===== config.mk =====
export PLATFORM = sky130hd
export DESIGN_NAME = noise_prob_loader
export DESIGN_NICKNAME = d
export VERILOG_FILES = /design/src/rtl/noise_prob_loader.sv
export SDC_FILE = /design/constraint.sdc
export NUM_CORES = 1
export LEC_CHECK = 0
export BUFFER_PORTS_ARGS = -buffer_cell sky130_fd_sc_hd__buf_2
export CORE_ASPECT_RATIO = 1.25
export CORE_MARGIN = 2
export CORE_UTILIZATION = 46
export CTS_CLUSTER_SIZE = 8
export DETAILED_ROUTE_END_ITERATION = 16
export GPL_TIMING_DRIVEN = 0
export PLACE_DENSITY = 0.8
export REMOVE_ABC_BUFFERS = 1
export SYNTH_ARGS = -nofsm -noshare
export SYNTH_HDL_FRONTEND = slang
export SYNTH_SLANG_ARGS = --single-unit
export TNS_END_PERCENT = 5

===== constraint.sdc =====
create_clock -name clk -period 1.9 [get_ports clk]
set_input_delay 0.19 -clock clk [delete_from_list [all_inputs] [get_ports clk]]
set_output_delay 0.19 -clock clk [all_outputs]
set_load 0.1 [all_outputs]

===== src/rtl/noise_prob_loader.sv =====
// noise_prob_loader: streams a CDF table from RAM into random_noise's probability write port, then releases the noise chain
// Ports: clk/rstn clock and async active-low reset; start loads the table, clear drops run_en from DONE;
//        rd_en/rd_addr/rd_data table RAM read port; probability_in/probability_idx write port (idx all-ones = no write);
//        busy high while loading, done one-cycle completion pulse, run_en level enable after a completed load.
module noise_prob_loader #(
    parameter int DEPTH      = 64,
    parameter int ADDR_WIDTH = 6,
    parameter int DATA_WIDTH = 64,
    parameter int IDX_WIDTH  = 32,
    parameter int RD_LATENCY = 1
) (
    input  logic                  clk,
    input  logic                  rstn,
    input  logic                  start,
    input  logic                  clear,
    output logic                  rd_en,
    output logic [ADDR_WIDTH-1:0] rd_addr,
    input  logic [DATA_WIDTH-1:0] rd_data,
    output logic [DATA_WIDTH-1:0] probability_in,
    output logic [IDX_WIDTH-1:0]  probability_idx,
    output logic                  busy,
    output logic                  done,
    output logic                  run_en
);
    typedef enum logic [2:0] {IDLE, LOAD, DRAIN, SETTLE, DONE} state_t;
    localparam logic [ADDR_WIDTH-1:0] LAST = ADDR_WIDTH'(DEPTH - 1);
    state_t state, state_nxt;
    logic vld [RD_LATENCY];
    logic [ADDR_WIDTH-1:0] adr [RD_LATENCY];
    logic pending;
    always_comb begin
        pending = 1'b0;
        for (int i = 0; i < RD_LATENCY; i++) pending = pending | vld[i];
    end
    always_ff @(posedge clk or negedge rstn) begin
        if (!rstn) state <= IDLE;
        else       state <= state_nxt;
    end
    // DRAIN ends once the last read has left the pipeline, i.e. the cycle its write is on the port
    always_comb begin
        state_nxt = state;
        case (state)
            IDLE:    state_nxt = start ? LOAD : IDLE;
            LOAD:    state_nxt = (rd_addr == LAST) ? DRAIN : LOAD;
            DRAIN:   state_nxt = pending ? DRAIN : SETTLE;
            SETTLE:  state_nxt = DONE;
            DONE:    state_nxt = clear ? IDLE : start ? LOAD : DONE;
            default: state_nxt = IDLE;
        endcase
    end
    // Valid and address travel with each read so the write lines up with rd_data for any latency
    always_ff @(posedge clk or negedge rstn) begin
        if (!rstn) begin
            rd_en           <= 1'b0;
            rd_addr         <= '0;
            probability_in  <= '0;
            probability_idx <= '1;
            busy            <= 1'b0;
            done            <= 1'b0;
            run_en          <= 1'b0;
            for (int i = 0; i < RD_LATENCY; i++) begin
                vld[i] <= 1'b0;
                adr[i] <= '0;
            end
        end else begin
            rd_en           <= state_nxt == LOAD;
            rd_addr         <= state_nxt != LOAD ? rd_addr : state == LOAD ? rd_addr + 1'b1 : '0;
            vld[0]          <= rd_en;
            adr[0]          <= rd_addr;
            for (int i = 1; i < RD_LATENCY; i++) begin
                vld[i] <= vld[i-1];
                adr[i] <= adr[i-1];
            end
            probability_idx <= vld[RD_LATENCY-1] ? IDX_WIDTH'(adr[RD_LATENCY-1]) : '1;
            probability_in  <= vld[RD_LATENCY-1] ? rd_data : probability_in;
            busy            <= state_nxt inside {LOAD, DRAIN, SETTLE};
            done            <= state_nxt == DONE && state != DONE;
            run_en          <= state_nxt == DONE;
        end
    end
endmodule


; After elaboration in Yosys (flattened, before gate mapping)
; Index checks and enable logic that the tools add are counted.
[word_totals]
word_cells = 33
in_bits = 68
romBits = 0
output_inout_bits = 106
latchBits = 0
ramBits = 0
mem_count = 0
regBits = 116
[op_classes]
n_addsub = 1
magnitude_cmp = 0
n_bitwise = 0
div_mod_pow = 0
shift = 0
n_mux = 8
multipliers = 0
eq_ne = 11
n_reduce_logical = 3
[ops]
columns = op, count
row1 = $mux 32, 1
row2 = $pmux 3 s5, 1
row3 = $eq 3x2->1 const B, 4
row4 = $add 6x1->6 const B, 1
row5 = $eq 3x1->1 const B, 2
row6 = $eq 3x3->1 const B, 2
row7 = $eq 6x6->1 const B, 1
row8 = $mux 3, 2
row9 = $mux 6, 1
row10 = $logic_not 3->1, 1
row11 = $ne 3x1->1 const B, 1
row12 = $ne 3x3->1 const B, 1
row13 = $reduce_bool 3->1, 1
row14 = $mux 1, 2
row15 = $mux 2, 1
row16 = $logic_and 1x1->1, 1

; Longest topological paths before layout
; Gate-level depths: netlist of the first run.
[logic_depth]
depth_word = 5
mapped_depth = 6

; Worst setup path after synthesis of the first run
; No wires, ideal clock.
[synth_timing]
path_type = reg-to-reg
from = register rd_addr[0]
to = register rd_addr[0]
period_less_slack_ps = 2042
arrival_ps = 1949
setup_ps = 93
setup_slack_ps = -142
stages_incl_launch_ff = 6
required_ps = 1807
cell_sequence = dfrtp_1 -> ha_1 -> nand3_1 -> o21ai_1 -> nand3_1 -> o21ai_0
[synth_via]
elab_chain_len = 4
elab_cells_between_ends = 6
classes_between = 1 x add/sub / 2 x eq/ne / 3 x mux
[synth_lines]
columns = item, line_no
row1 = start: declaration, 17  ; output logic [ADDR_WIDTH-1:0] rd_addr,
row2 = start signal: assignment, 67  ; rd_addr <= state_nxt != LOAD ? rd_addr : state == LOAD ? rd_addr + 1'b1 : '0;
row3 = $eq 6x6->1, 44  ; LOAD: state_nxt = (rd_addr == LAST) ? DRAIN : LOAD;
row4 = $mux 2, 44
row5 = $pmux 3 s5, 42  ; case (state)
row6 = $ne 3x1->1, 67
; Parallel ways exist; a longest one is shown, timed or not.
; A chain may end at the register's enable or synchronous reset.

==> results of run 1 <==
-- metrics by stage --
step | hold WS [ns] | TNS (ns) | utilization, %
after global routing | 0.0394 | 0 | 59.8
after global placement | 0.384 | -71.30 | 56.2
after floorplan | -0.106 | -216.77 | -
final | 0.0602 | 0 | 59.8
after detailed placement | 0.226 | 0 | 56.5
after CTS | 0.0442 | 0 | 59.8
-- area by class of cell --
class	instances	share of cell area, %
clock buffer	9	2.69
clock inverter	7	2.53
inverter	3	0.244
multi-input combinational	118	22.7
sequential	91	49.7
tap	95	2.58
timing repair buffer	175	19.5
-- layout by cell type (no fill, tap or decap), types with 4 or more instances in the layout --
cell	netlist	final
nand3_1	9	9
nand2_1	7	7
mux2_2	64	64
dfrtp_1	84	83
nand2b_1	7	7
dfstp_2	7	7
nor2_1	4	4
clkbuf_8	0	9
buf_2	1	172
-- sequential cells by signal, indices dropped and copies added (netlist names) --
signal           cells
done                 1
adr                  6
rd_addr              6
run_en               1
probability_idx      7
probability_in      64
state                3
pending              1
rd_en                1
busy                 1
-- Yosys cell counts --
master,number
nand3_1,9
or3b_1,1
buf_2,1
nor3_1,1
xnor2_1,2
o221ai_1,1
clkbuf_1,9
o21ai_0,3
o21bai_1,1
o21a_1,1
mux2_2,64
a22o_1,1
buf_4,26
and3b_1,1
nor3b_1,2
nor4_1,1
nor2_1,4
o211a_1,1
dfrtp_1,84
a211oi_1,1
a21o_1,2
buf_6,1
nand3b_1,1
a21oi_1,2
a31oi_1,2
nand2b_1,7
or4_1,1
nand2_1,7
inv_1,3
o21ai_1,1
ha_1,1
dfstp_2,7
-- routing by layer --
layer / GRT usage [%] / routed length, µm / up-vias / part of all wire, %
met4: 9.46 / 184 / 0 / 2.7
met1: 17.8 / 2510 / 1138 / 37
met3: 3.60 / 404 / 17 / 6.0
met2: 28.8 / 3590 / 111 / 54
li1: - / - / 1128 / -
met5: 0 / 0 / - / 0
-- worst max path at each step --
stage / startpoint / to / depth (start not counted)
6_report: probability_idx[30]$_DFF_PN1_ / probability_idx[31] / 1
5_1_grt: pending$_DFF_PN0_ / busy$_DFF_PN0_ / 3
4_1_cts: probability_idx[30]$_DFF_PN1_ / probability_idx[31] / 1
3_5_place_dp: pending$_DFF_PN0_ / busy$_DFF_PN0_ / 3
3_3_place_gp: pending$_DFF_PN0_ / busy$_DFF_PN0_ / 3
2_1_floorplan: probability_idx[30]$_DFF_PN1_ / probability_idx[10] / 0
-- logic make-up (layout without fill, tap and decap cells) --
family                   Yosys count  in the layout
buffers and inverters             40            194
multiplexers                      64             64
AO/OA/AOI/OAI                     16             16
AND/OR/NAND/NOR                   35             35
adder cells (fa/ha/maj)            1              1
flip-flops                        91             91
XOR/XNOR                           2              2
-- repair_timing --
item / in CTS / in global routing
endpoints found under the hold margin: 45 / 0
hold buffers: 1 / 0
gates resized for setup: 0 / 0
setup endpoints to repair: 0 / 0
==> flow_summary.json, run 1 <==
{
  "clk_latency_ns": 0.35,
  "cts-root-buf": "clkbuf_8",
  "portBuffers": 173,
  "die-area_mm2": 0.00853,
  "yosysTopAreaCell": "dfrtp_1",
  "vias_per_cell": 4.81,
  "syn_inst": 249,
  "h-tree-depth": 3,
  "num-nets-final": 467,
  "synthAdderAreaFrac_pct": 0.349,
  "row_count": 36,
  "r2r_setup_slack_ns": 0.24,
  "die_h_um": 103,
  "place_area_mm2": 0.00436,
  "rr_worst_depth": 3,
  "initial_utilization_pct": 46.6,
  "drv_cap": 0,
  "dp_hpwl_mm": 4.84,
  "setup_viol": 0,
  "post_cts_buffers": 0,
  "status": "complete, no violations",
  "yosysUniqueCellTypes": 32,
  "timing.rr.start": "pending$_DFF_PN0_",
  "worst_pin_slew_ns": 0.886,
  "post-route-drc-count": 0,
  "synth_area_leaders": "dfrtp_1 59%, mux2_2 20%, buf_4 5.4%, dfstp_2 5.1%, nand3_1 1.3%",
  "max_freq_ghz": 0.568,
  "drtIter0Drc": 104,
  "grt_max_degree": 73,
  "grt_overflow": 0,
  "worst_path_largest_cell_delay_ns": 0.73,
  "ys_seq_area_share_pct": 63.7,
  "die_width_um": 83.0,
  "n_fill_cell": 641,
  "holdPathEnd": "probability_in[49]$_DFFE_PN0P_",
  "cp.required_ns": 1.71,
  "finalHoldViolCount": 0,
  "fin_ws_ns": 0.139,
  "postSynthRegisterBits": 91,
  "synth_xor_xnor_area_share_pct": 0.488,
  "final_max_slew_viol_count": 0,
  "synth_top_family_by_area": "multiplexers",
  "diodes": 0,
  "ys_warn_count": 0,
  "seq_area_mm2": 0.00229,
  "synth_area_per_cell_um2": 14.4,
  "core-area_mm2": 0.00770,
  "path_buf_inv": 1,
  "vias": 2394,
  "synthSimpleGateAreaFrac_pct": 5.26,
  "hp-class": "in -> reg",
  "synthMuxAreaShare_pct": 20.1,
  "critPathArrivalTime_ns": 1.57,
  "grt_pass1_vias": 2307,
  "clk_path_buf_depth": 2,
  "clk_pin_slew_worst_paths_ns": 0.09,
  "fin_crit_sh_pct": 92.7,
  "synth_top_area_share_pct": 58.6,
  "cp_top_family": "flip-flops",
  "hold_depth": 2,
  "grt_pass1_wl_mm": 10.8,
  "gp_congestion": 0.811,
  "synth_area_mm2": 0.00359,
  "cp-end-kind": "output port",
  "cts_tree": "yes",
  "drive_above_1_share_pct": 65.0,
  "path_cells": "buf_2",
  "relSlewSlack_pct": 40.9,
  "min_period_ns": 1.76,
  "critPathSlowestCell": "dfstp_2",
  "synth_compound_area_share_pct": 3.00,
  "ant_nets": 0,
  "clock-skew-final_ns": 0.00588,
  "track_usage_pct": 16.1,
  "final_cells": 498,
  "r2r-end": "busy$_DFF_PN0_",
  "crit_fanout": 26,
  "startpoint_type": "flop",
  "multi_input_area_mm2": 0.00105,
  "hp-start": "rd_data[49]",
  "grt_antenna_before_repair": 0,
  "numPlacedInstances": 481,
  "place_ws_ns": 0.199,
  "cts_num_sinks": 91,
  "io_pins": 174,
  "routedWlPerCell_um": 13.4,
  "grt_setup_unrepaired": "false",
  "fin_area_mm2": 0.00461,
  "syn_to_final_growth_pct": 28.3,
  "numCtsBuffers": 9,
  "path_class": "reg -> out",
  "wl_mm": 6.69,
  "dr.pass1.iters": 4
}
Power of run 1 is not shown: default switching activity piles up to over one toggle a cycle in this logic, so the estimate is an artifact.
==> inputs of run 2 (changes only) <==
REMOVE_ABC_BUFFERS = default   (was 1)
SETUP_SLACK_MARGIN = 0.5   (was default)
==> flow_summary.json, run 2 (synthesized netlist as in run 1, its figures left out) <==
{
  "h-tree-depth": 3,
  "drive_above_1_share_pct": 69.1,
  "startpoint_type": "flop",
  "clock-skew-final_ns": 0.00664,
  "path_cells": "buf_8, buf_4, buf_12",
  "num-nets-final": 508,
  "gr-usage-met2_pct": 33.2,
  "finalHoldViolCount": 0,
  "final_cells": 538,
  "fin_util_pct": 68.1,
  "dp_hpwl_mm": 5.47,
  "io_pins": 174,
  "routedWlPerCell_um": 14.8,
  "final_max_slew_viol_count": 0,
  "numCtsBuffers": 9,
  "die-area_mm2": 0.00853,
  "vias_per_cell": 4.75,
  "setup_viol": 0,
  "grt_setup_unrepaired": "true",
  "critPathSlowestCell": "dfstp_4",
  "worst_pin_slew_ns": 0.510,
  "clk_pin_slew_worst_paths_ns": 0.08,
  "fin_crit_sh_pct": 84.8,
  "die_width_um": 83.0,
  "grt_overflow": 0,
  "vias": 2558,
  "grtUsageMet1_pct": 23.7,
  "diodes": 0,
  "cp.required_ns": 1.71,
  "numPlacedInstances": 518,
  "cts_tree": "yes",
  "min_period_ns": 1.61,
  "row_count": 36,
  "synth_nets": 318,
  "worst_path_largest_cell_delay_ns": 0.64,
  "gp_congestion": 0.729,
  "initial_utilization_pct": 46.6,
  "dr.pass1.iters": 4,
  "critPathArrivalTime_ns": 1.42,
  "ant_nets": 0,
  "status": "complete, no violations",
  "grt_antenna_before_repair": 0,
  "regMostFlops": "probability_in",
  "final_cell_mix": "146 x buf_2, 78 x dfrtp_1, 64 x mux2_2",
  "grt_pass1_vias": 2507,
  "portBuffers": 173,
  "drv_cap": 0,
  "grt_pass1_wl_mm": 12.7,
  "cts_num_sinks": 91,
  "grt_max_degree": 77,
  "clk_path_buf_depth": 2,
  "largest_reg_flops": 64,
  "syn_to_final_growth_pct": 46.1,
  "crit_fanout": 13,
  "clk_latency_ns": 0.34,
  "core-area_mm2": 0.00770,
  "top_regs": "probability_in (64), probability_idx (7)",
  "cts-root-buf": "clkbuf_8",
  "drtIter0Drc": 82,
  "wl_mm": 7.94,
  "track_usage_pct": 18.9,
  "n_fill_cell": 554,
  "hp-class": "in -> reg",
  "busiest_layer": "met2",
  "met3_usage_pct": 2.96,
  "relSlewSlack_pct": 66.2,
  "post-route-drc-count": 0,
  "layout_commonest_cell": "buf_2",
  "path_class": "reg -> out",
  "max_freq_ghz": 0.621,
  "cp_top_family": "flip-flops",
  "cp-end-kind": "output port",
  "path_buf_inv": 3,
  "die_h_um": 103
}
[run 2: worst reg2reg max path, stage by stage (launching register included)]
cell and delay, ns:
dfrtp_1 0.38, buf_6 0.14, or3b_1 0.36, buf_6 0.14, or4_1 0.39, nand3_1 0.08
[run 2: repair_timing]
item,CTS,global route
hold buffers,1,0
buffers inserted,3,1
pin swaps,0,1
setup endpoints to repair,115,110
resized for setup,106,7
endpoints found under the hold margin,15,0
[run 2: metal layers]
metal  wire length, µm  share of wire [%]
met1              3160                 40
met2              4420                 56
met3               275                3.5
met4                82                1.0
met5                 0                  0
[run 2: worst paths after layout]
path	from	endpoint	slack, ns	depth (start not counted)
max in group asynchronous	rstn	probability_idx[3]$_DFF_PN1_	0.98	3
min in group asynchronous	rstn	probability_in[17]$_DFFE_PN0P_	0.26	2
worst max-delay path	probability_idx[30]$_DFF_PN1_	probability_idx[28]	0.29	3
worst max register to register	state[2]$_DFF_PN0_	rd_addr[5]$_DFFE_PN0P_	0.35	5
worst min register to register	rd_en$_DFF_PN0_	pending$_DFF_PN0_	0.37	0
worst min-delay path	rd_data[11]	probability_in[11]$_DFFE_PN0P_	0.08	2
[run 2: cell type report]
type	count	area [µm²]	share of cell area, %
clock buffer	15	156	2.98
multi-input combinational	118	1090	20.7
buffer	37	263	5.01
timing repair buffer	179	1300	24.8
inverter	3	11.3	0.215
sequential	91	2310	44.0
tap	95	119	2.27
[run 2: metrics by stage]
step	hold slack, ns	setup WS, ns	setup TNS [ns]	instance area [µm²]
4_1_cts	0.0553	0.276	0	5210
6_report	0.0772	0.289	0	5250
3_5_place_dp	0.0737	0.118	0	4650
2_1_floorplan	-0.106	0.410	0	3630
5_1_grt	0.0535	0.231	0	5250
3_3_place_gp	0.358	-0.401	-11.01	4620
Power of run 2 is left out for the same reason.
==> inputs of run 3 (changes only) <==
clock period = 1.6 ns   (was 1.9 ns; I/O delays follow)
==> flow_summary.json, run 3 (synthesized netlist as in run 1, its figures left out) <==
{
  "setup-tns-final_ns": -0.382,
  "place_ws_ns": -0.157,
  "hp-class": "in -> reg",
  "wl_met3_um": 495,
  "ant_nets": 0,
  "met1Wirelength_mm": 4.54,
  "failed_checks": "negative setup slack",
  "numPlacedInstances": 518,
  "path_common_cell": "buf_12",
  "largest_reg_flops": 64,
  "worst_path_largest_cell_delay_ns": 0.66,
  "path_buf_inv": 3,
  "setup_viol": 21,
  "track_usage_pct": 29.3,
  "gp_congestion": 0.759,
  "path_cells": "buf_12, buf_4, buf_12",
  "grt_pass1_vias": 3151,
  "critPathArrivalTime_ns": 1.47,
  "min_period_ns": 1.63,
  "core-area_mm2": 0.00770,
  "top_regs": "probability_in (64), probability_idx (7)",
  "die-area_mm2": 0.00853,
  "worst_pin_slew_ns": 0.458,
  "cp_top_family": "flip-flops",
  "finalHoldViolCount": 0,
  "place_area_mm2": 0.00465,
  "synth_nets": 318,
  "initial_utilization_pct": 46.6,
  "wl_met2_mm": 8.14,
  "vias": 2844,
  "row_count": 36,
  "grt_antenna_before_repair": 0,
  "routedWlPerCell_um": 25.2,
  "dr.pass1.iters": 4,
  "layout_commonest_cell": "buf_12",
  "cts_num_sinks": 91,
  "clk_pin_slew_worst_paths_ns": 0.10,
  "fin_ws_ns": -0.0263,
  "clock-skew-final_ns": 0.0108,
  "final_cells": 543,
  "drv_cap": 0,
  "drive_above_1_share_pct": 74.8,
  "critPathSlowestCell": "dfstp_4",
  "clk_path_buf_depth": 2,
  "grt_max_degree": 48,
  "max_freq_ghz": 0.615,
  "vias_per_cell": 5.24,
  "path_class": "reg -> out",
  "syn_to_final_growth_pct": 98.8,
  "startpoint_type": "flop",
  "fin_area_mm2": 0.00714,
  "final_cell_mix": "107 x buf_12, 76 x dfrtp_1, 66 x buf_2",
  "grt_setup_unrepaired": "true",
  "die_h_um": 103,
  "regMostFlops": "probability_in",
  "post-route-drc-count": 0,
  "grt_pass1_wl_mm": 18.6,
  "dp_hpwl_mm": 5.65,
  "wl_mm": 13.7,
  "cts-root-buf": "clkbuf_8",
  "cp.required_ns": 1.44,
  "numCtsBuffers": 9,
  "fin_crit_sh_pct": 102,
  "io_pins": 174,
  "num-nets-final": 512,
  "crit_fanout": 11,
  "relSlewSlack_pct": 69.5,
  "diodes": 0,
  "clk_latency_ns": 0.37,
  "cts_tree": "yes",
  "portBuffers": 173,
  "die_width_um": 83.0,
  "drtIter0Drc": 145,
  "top_layer_used": "met4",
  "h-tree-depth": 3,
  "grt_overflow": 0,
  "final_max_slew_viol_count": 0,
  "status": "complete, but fails checks",
  "cp-end-kind": "output port"
}
## run 3: cell count changes in the layout (fill, tap and decap cells not counted), sizes merged
cell	delta
buf	+5
bufinv	+2
clkbuf	-7
clkinv	+2
clkinvlp	+3
## run 3: per-stage QoR
stage	hold slack (ns)	utilization, %
floorplan	-0.136	-
global placement	0.356	60.0
detailed placement	0.207	60.3
CTS	0.00756	90.8
global route	0.0134	92.7
finish	0.0151	92.7
## run 3: cell type report
cell class,count,area [µm²]
fillers,218,566
flip-flops and latches,91,2310
plain buffers,37,452
clock buffers,9,124
multi-input cells,118,1450
clock inverters,7,92.6
inverters,3,11.3
repair buffers,183,2580
well taps,95,119
## run 3: timing repair
action,CTS,global route
hold buffers,1,0
hold endpoints to repair,39,0
pin swaps,17,21
endpoints found under the setup margin,189,226
buffers inserted,3,5
gates resized for setup,540,25
## run 3: per-layer routing
metal / GRT usage [%] / vias to the layer above
li1: - / 1213
met1: 31.0 / 1472
met2: 58.3 / 123
met3: 4.56 / 36
met4: 11.7 / 0
met5: 0 / -
## run 3: worst paths after layout
| path | from | endpoint | slack, ns | cells after the start |
|---|---|---|---|---|
| min in group asynchronous | rstn | probability_in[55]$_DFFE_PN0P_ | 0.32 | 2 |
| hold / removal | rd_data[59] | probability_in[59]$_DFFE_PN0P_ | 0.02 | 2 |
| hold reg to reg | adr[4]$_DFF_PN0_ | probability_idx[4]$_DFF_PN1_ | 0.46 | 1 |
| setup reg to reg | state[0]$_DFF_PN0_ | rd_addr[5]$_DFFE_PN0P_ | -0.02 | 5 |
| max in group asynchronous | rstn | rd_addr[1]$_DFFE_PN0P_ | 0.66 | 3 |
| setup / recovery | probability_idx[30]$_DFF_PN1_ | probability_idx[14] | -0.03 | 3 |
## run 3: worst register-to-register path: stages, from the launching register on
cell,delay (ns)
dfrtp_1,0.40
buf_6,0.13
or3b_4,0.39
buf_8,0.15
or4_4,0.43
nand3_2,0.07
Power of run 3 is left out for the same reason.
